<file path="src/rtl/serial_compare_ctrl.sv">
// Bit-serial magnitude comparator: one shared compare slice walks both
// operands LSB to MSB over N cycles and registers a one-hot eq/gt/lt result.

module cmp_bit_slice (
    input  logic i_a,
    input  logic i_b,
    input  logic i_e,
    input  logic i_g,
    output logic o_e,
    output logic o_g
);
    logic w_same;

    assign w_same = ~(i_a ^ i_b);
    assign o_e    = i_e & w_same;
    assign o_g    = (i_a & ~i_b) | (w_same & i_g);
endmodule

module serial_compare_ctrl #(
    parameter int unsigned N  = 8,
    parameter int unsigned CW = $clog2(N)
) (
    input  logic         clk,
    input  logic         rst,
    input  logic         start,
    input  logic [N-1:0] a,
    input  logic [N-1:0] b,
    output logic         busy,
    output logic         done,
    output logic         eq,
    output logic         gt,
    output logic         lt
);
    localparam logic [CW-1:0] LAST = CW'(N - 1);

    typedef enum logic {
        S_IDLE = 1'b0,
        S_RUN  = 1'b1
    } state_t;

    state_t          r_state;
    logic [N-1:0]    r_sa;
    logic [N-1:0]    r_sb;
    logic [CW-1:0]   r_cnt;
    logic            r_e;
    logic            r_g;
    logic            r_busy;
    logic            r_done;
    logic            r_eq;
    logic            r_gt;
    logic            r_lt;

    logic            w_e1;
    logic            w_g1;

    // Single shared slice; cascade state is carried in r_e / r_g between cycles.
    cmp_bit_slice u_slice (
        .i_a (r_sa[0]),
        .i_b (r_sb[0]),
        .i_e (r_e),
        .i_g (r_g),
        .o_e (w_e1),
        .o_g (w_g1)
    );

    always_ff @(posedge clk or posedge rst) begin
        if (rst) begin
            r_state <= S_IDLE;
            r_sa    <= '0;
            r_sb    <= '0;
            r_cnt   <= '0;
            r_e     <= 1'b1;
            r_g     <= 1'b0;
            r_busy  <= 1'b0;
            r_done  <= 1'b0;
            r_eq    <= 1'b0;
            r_gt    <= 1'b0;
            r_lt    <= 1'b0;
        end else begin
            r_done <= 1'b0;
            case (r_state)
                S_IDLE: begin
                    if (start) begin
                        r_sa    <= a;
                        r_sb    <= b;
                        r_e     <= 1'b1;
                        r_g     <= 1'b0;
                        r_cnt   <= '0;
                        r_busy  <= 1'b1;
                        r_state <= S_RUN;
                    end
                end
                S_RUN: begin
                    r_e  <= w_e1;
                    r_g  <= w_g1;
                    r_sa <= {1'b0, r_sa[N-1:1]};
                    r_sb <= {1'b0, r_sb[N-1:1]};
                    if (r_cnt == LAST) begin
                        // Final (MSB) bit: publish result and free the slice.
                        r_cnt   <= '0;
                        r_eq    <= w_e1;
                        r_gt    <= w_g1;
                        r_lt    <= ~w_e1 & ~w_g1;
                        r_done  <= 1'b1;
                        r_busy  <= 1'b0;
                        r_state <= S_IDLE;
                    end else begin
                        r_cnt <= r_cnt + CW'(1);
                    end
                end
                default: r_state <= S_IDLE;
            endcase
        end
    end

    assign busy = r_busy;
    assign done = r_done;
    assign eq   = r_eq;
    assign gt   = r_gt;
    assign lt   = r_lt;
endmodule

</file>
<file path="config.mk">
export PLATFORM = sky130hd
export DESIGN_NAME = serial_compare_ctrl
export DESIGN_NICKNAME = d
export VERILOG_FILES = /design/src/rtl/serial_compare_ctrl.sv
export SDC_FILE = /design/constraint.sdc
export NUM_CORES = 1
export LEC_CHECK = 0
export CORE_ASPECT_RATIO = 0.75
export CORE_MARGIN = 2
export CORE_UTILIZATION = 45
export CTS_BUF_LIST = sky130_fd_sc_hd__clkbuf_16
export DETAILED_ROUTE_END_ITERATION = 8
export PLACE_DENSITY_LB_ADDON = 0.08
export SKIP_LAST_GASP = 1
export SLEW_MARGIN = 20
export SYNTH_ARGS = -nofsm -noshare
export SYNTH_HDL_FRONTEND = slang
export SYNTH_SLANG_ARGS = --single-unit
</file>
<file path="constraint.sdc">
create_clock -name clk -period 2.79 [get_ports clk]
set_input_delay 0.837 -clock clk [delete_from_list [all_inputs] [get_ports clk]]
set_output_delay 0.837 -clock clk [all_outputs]
set_load 0.03 [all_outputs]
</file>
==> results.toml, run 1 <==
[grt]
overflow = 0
grt_pass1_wl_mm = 3.636
grt_pass1_vias = 817
grt_max_degree = 31
grt_usage = 0.1503
antenna_found_initial = 0

[die]
io_pins = 24
fp.coreArea_mm2 = 0.002603
fp-row-count = 16
die_h_um = 49.12
dieArea_mm2 = 0.003151
die_w_um = 64.15
start_util = 0.4692

[synth]
synth-seq-area-share = 0.5543
synthDistinctLibCells = 19
syn_inst = 112
synth_area_mm2 = 0.001221
yosysWarnings = 0
syn_nets = 135
synth_area_per_cell_um2 = 10.90
yosys_register_bits = 27

[clock_network]
clockBufferDepth = 2
clock_latency_ns = 0.26
clock-sinks = 27
cts_max_level = 1
cts_setup_buffers = 0
cts_resized = 0
hold_buffers = 0
tritoncts = "built"
cts-buffers-inserted = 3
ctsRootBufferMaster = "clkbuf_16"
clk_pin_slew_ns = 0.06

[drt]
detail-route-antenna-nets = 0
wl_met2_um = 927
top_layer = "met4"
wl_met1_um = 951
drt-pass1-iter-count = 4
wl_met3_um = 86
drc = 0
wl_per_cell_um = 11.53
dr_total_vias = 834
drt_iter0_markers = 15
wl_mm = 1.994
avgViaCountPerCell = 4.821

[power_and_ir_drop]
p_comb_frac = 0.349
ir_worst_vdd_mv = 0.6951
p_int_uw = 980.0
power_frac_clock = 0.215
swShare = 0.3375
p_seq_frac = 0.437
p_leak_uw = 0.0007368
p_per_area_mw_per_mm2 = 954.3
p_sw_uw = 499.3

[timing]
slew_headroom = 0.7170
max_freq_ghz = 0.4668
setup_slack_ns = 0.6475
tns_ns = 0
hold_viol_final = 0
fin_crit_ns = 2.142
final_max_slew_viol_count = 0
finClkSkew_ns = 0.004549
post-route-period-util = 0.7679
grt_setup_unrepaired = "no"
finalSetupViolCount = 0
max_slew.worst_pin.slew_ns = 0.4240

[setup_path]
cp_data_arrival_time_ns = 1.31
crit_fanout = 3
crit_slowest_cell = "clkdlybuf4s50_1"
path_class = "flop to output port"
max_stage_delay_ns = 0.68
start_kind = "flop"
path_buf_inv = 1
worstPathRequired_ns = 1.95
crit_chain = "clkdlybuf4s50_1"
cp-end-kind = "output port"
path_delay_family = "buffers and inverters"

[final_layout]
layout_common_cells = "dfrtp_1, clkdlybuf4s50_1, nand2_1"
fin_util = 0.5957
area_delta_synth_final_pct = 26.95
antennaDiodeCount = 0
final_layout_size_suffix_gt1_frac = 0.07299
fillers = 242
final_common_cell = "dfrtp_1"
nets = 161

[placement]
io_buffers = 23
place.gp.congestion = 0.6866
dp_worst_setup_slack_ns = 0.6288
hpwl_mm = 1.466

[flow_run]
max-cap-violations = 0

[outcome]
status = "finished, final reports clean"

[hold_path]
hold_class = "flop to flop"
-- cell usage after synthesis (all sizes together) --
master	n	area share
ha	4	0.041
o21ai	20	0.085
a21oi	1	0.0041
a21o	1	0.0061
dfstp	1	0.022
buf	6	0.046
nand2b	2	0.010
dfrtp	26	0.53
nor2	7	0.022
inv	4	0.012
nand2	20	0.061
a22o	3	0.022
mux2i	16	0.13
o22ai	1	0.0051
-- metrics by stage --
| stage | cell area, µm² | power, µW | hold WS [ns] | cells |
|---|---|---|---|---|
| 2_1_floorplan | 1221 | 1030 | 0.4490 | 112 |
| 3_3_place_gp | 1470 | 1155 | 0.4615 | 169 |
| 3_5_place_dp | 1470 | 1178 | 0.4753 | 169 |
| 4_1_cts | 1550 | 1508 | 0.4916 | 173 |
| 5_1_grt | 1550 | 1617 | 0.5203 | 173 |
| 6_report | 1550 | 1479 | 0.4856 | 173 |
-- logic make-up after synthesis --
group           share of synthesized area
compound gates                     0.1219
fa+ha+maj                         0.04099
buf+inv                           0.05839
flops                              0.5543
mux                                0.1311
simple gates                      0.09324
-- final timing paths --
path | slack (ns) | depth (start not counted) | end | from
min in group asynchronous | 0.87 | 2 | eq | rst
max reg2reg | 1.47 | 5 | lt | r_cnt[0]
min reg2reg | 0.49 | 2 | r_sb[3] | r_sb[4]
max | 0.65 | 1 | busy | busy
max in group asynchronous | 1.36 | 3 | r_sa[6] | rst
min | 0.49 | 2 | r_sb[3] | r_sb[4]
-- area by class of cell --
cell class / instances / area (µm²) / area share
flip-flops and latches: 27 / 676.9 / 0.4366
multi-input cells: 75 / 473.0 / 0.3051
inverters: 4 / 15.01 / 0.009685
repair buffers: 27 / 260.3 / 0.1679
well taps: 36 / 45.04 / 0.02906
clock inverters: 1 / 5.005 / 0.003228
clock buffers: 3 / 75.07 / 0.04843
-- per-layer routing --
metal / vias to the layer above / global-route usage
li1: 427 / -
met1: 387 / 0.1985
met2: 16 / 0.2396
met3: 4 / 0.04157
met4: 0 / 0.05319
met5: - / 0
-- state kept, by name (all words and copies together), names as in the netlist --
| name | count |
|---|---|
| r_cnt | 3 |
| r_state | 1 |
| eq | 1 |
| r_e | 1 |
| r_g | 1 |
| r_sb | 8 |
| lt | 1 |
| busy | 1 |
| done | 1 |
| gt | 1 |
| r_sa | 8 |
-- power groups by stage --
stage | registers [µW] | clock network (µW) | logic [µW]
2_1_floorplan | 679 | 0 | 351
3_3_place_gp | 648 | 0 | 508
3_5_place_dp | 654 | 0 | 524
4_1_cts | 648 | 334 | 526
5_1_grt | 669 | 355 | 593
6_report | 646 | 318 | 516
-- worst reg2reg max path: cells and delay by family (launching register included) --
| family | cells | cell delay [ns] |
|---|---|---|
| flip-flops | 1 | 0.39 |
| AO/OA/AOI/OAI | 1 | 0.19 |
| AND/OR/NAND/NOR | 2 | 0.23 |
| adder cells (fa/ha/maj) | 2 | 0.41 |
Power figures use the tool's default switching activity.
==> inputs of run 2 (changes only) <==
==> constraint.sdc (replaced) <==
create_clock -name clk -period 1.9 [get_ports clk]
set_input_delay 0.57 -clock clk [delete_from_list [all_inputs] [get_ports clk]]
set_output_delay 0.57 -clock clk [all_outputs]
set_load 0.03 [all_outputs]
==> results.toml, run 2 (synthesis results as in run 1) <==
[die]
fp-row-count = 16
io_pins = 24
die_h_um = 49.12
fp.coreArea_mm2 = 0.002603
dieArea_mm2 = 0.003151
start_util = 0.4692
die_w_um = 64.15

[timing]
max_slew.worst_pin.slew_ns = 0.4195
finClkSkew_ns = 0.0008874
fin_crit_ns = 1.845
tns_ns = 0
post-route-period-util = 0.9710
finalSetupViolCount = 0
final_max_slew_viol_count = 0
slew_headroom = 0.7203
hold_viol_final = 0
max_freq_ghz = 0.5420
grt_setup_unrepaired = "no"

[setup_path]
timing.rr.end = "lt"
worstSetupPathDepth = 1
rr_startpoint = "r_cnt[0]"
cp-end-kind = "output port"
reg2reg_slack_ns = 0.57
crit_chain = "clkdlybuf4s50_1"
path_buf_inv = 1
crit_fanout = 2
crit_slowest_cell = "clkdlybuf4s50_1"
max_stage_delay_ns = 0.67
cp_data_arrival_time_ns = 1.27
start_kind = "flop"
worstPathRequired_ns = 1.33
path_class = "flop to output port"
reg2reg_depth = 5
path_delay_family = "buffers and inverters"

[placement]
placed_cell_area_mm2 = 0.001490
hpwl_mm = 1.399
place.gp.congestion = 0.7414
io_buffers = 23

[drt]
drc = 0
wl_met3_um = 90
wl_met1_mm = 1.008
wl_mm = 2.024
detail-route-antenna-nets = 0
drt-pass1-iter-count = 4
wl_met2_um = 914
wl_per_cell_um = 11.63
dr_total_vias = 819
top_layer = "met4"
avgViaCountPerCell = 4.707
drt_iter0_markers = 34

[grt]
antenna_found_initial = 0
grt_max_degree = 28
overflow = 0
grt_pass1_vias = 791
grt_usage = 0.1464
grt_pass1_wl_mm = 3.567

[power_and_ir_drop]
ir_worst_vdd_mv = 0.7678
p_leak_uw = 0.0007528
p_per_area_mw_per_mm2 = 1399

[clock_network]
cts-buffers-inserted = 3
ctsRootBufferMaster = "clkbuf_16"
cts_max_level = 1
clk_pin_slew_ns = 0.06
clock-sinks = 27
clockBufferDepth = 2
clock_latency_ns = 0.26
tritoncts = "built"

[hold_path]
hold_path_depth = 2
hold_class = "flop to flop"
worstHoldEndpoint = "eq"
hold_start = "eq"

[outcome]
status = "finished, final reports clean"

[final_layout]
fin_area_mm2 = 0.001573
fillers = 221
area_delta_synth_final_pct = 28.79
antennaDiodeCount = 0
final_layout_size_suffix_gt1_frac = 0.07971
top_regs = "r_sa (8), r_sb (8), r_cnt (3)"
layout_common_cells = "dfrtp_1, clkdlybuf4s50_1, nand2_1"
final_common_cell = "dfrtp_1"
nets = 162

[flow_run]
max-cap-violations = 0
run 2: cell count changes in the layout (fill, tap and decap cells not counted):
cell / change
dlymetal6s2s_1: +1
clkdlybuf4s50_1: -1
buf_12: +1
run 2: through the flow:
| stage | hold WS [ns] | worst slack (ns) | std cells | util | power, µW |
|---|---|---|---|---|---|
| 2_1_floorplan | 0.4490 | 0.6621 | 112 | - | 1513 |
| 3_3_place_gp | 0.4633 | 0.1911 | 170 | 0.5726 | 1726 |
| 3_5_place_dp | 0.4689 | 0.1470 | 170 | 0.5726 | 1752 |
| 4_1_cts | 0.4835 | 0.01317 | 174 | 0.6034 | 2229 |
| 5_1_grt | 0.5127 | 0.01025 | 174 | 0.6043 | 2381 |
| 6_report | 0.4795 | 0.05506 | 174 | 0.6043 | 2200 |
run 2: cell type report:
class / instances / area [µm²] / share of cell area
inverters: 4 / 15.01 / 0.009547
clock inverters: 1 / 5.005 / 0.003182
multi-input cells: 75 / 473.0 / 0.3007
flip-flops and latches: 27 / 676.9 / 0.4304
repair buffers: 28 / 282.8 / 0.1798
well taps: 36 / 45.04 / 0.02864
clock buffers: 3 / 75.07 / 0.04773
run 2: timing repair:
item,in CTS,in global routing
setup endpoints to repair,0,1
hold buffers,0,0
gates resized for setup,0,1
buffers inserted,0,0
run 2: worst max path at each step:
stage                         from      end  slack (ns)
after floorplan           r_cnt[0]       lt        0.66
after global placement       start  r_sb[0]        0.19
after CTS                     busy     busy        0.01
final                           lt       lt        0.06
after detailed placement     start  r_sb[0]        0.15
after global routing            gt       gt        0.01
run 2: layer usage:
layer | up-vias | track usage
li1 | 428 | -
met1 | 375 | 0.1967
met2 | 14 | 0.2326
met3 | 2 | 0.04850
met4 | 0 | 0.03191
met5 | - | 0
run 2: report_power, final:
part | switching (µW) | leakage (µW) | internal (µW) | total (µW)
Clock | 184 | 0.0000409 | 283 | 468
Combinational | 402 | 0.000365 | 370 | 772
Sequential | 155 | 0.000347 | 805 | 960
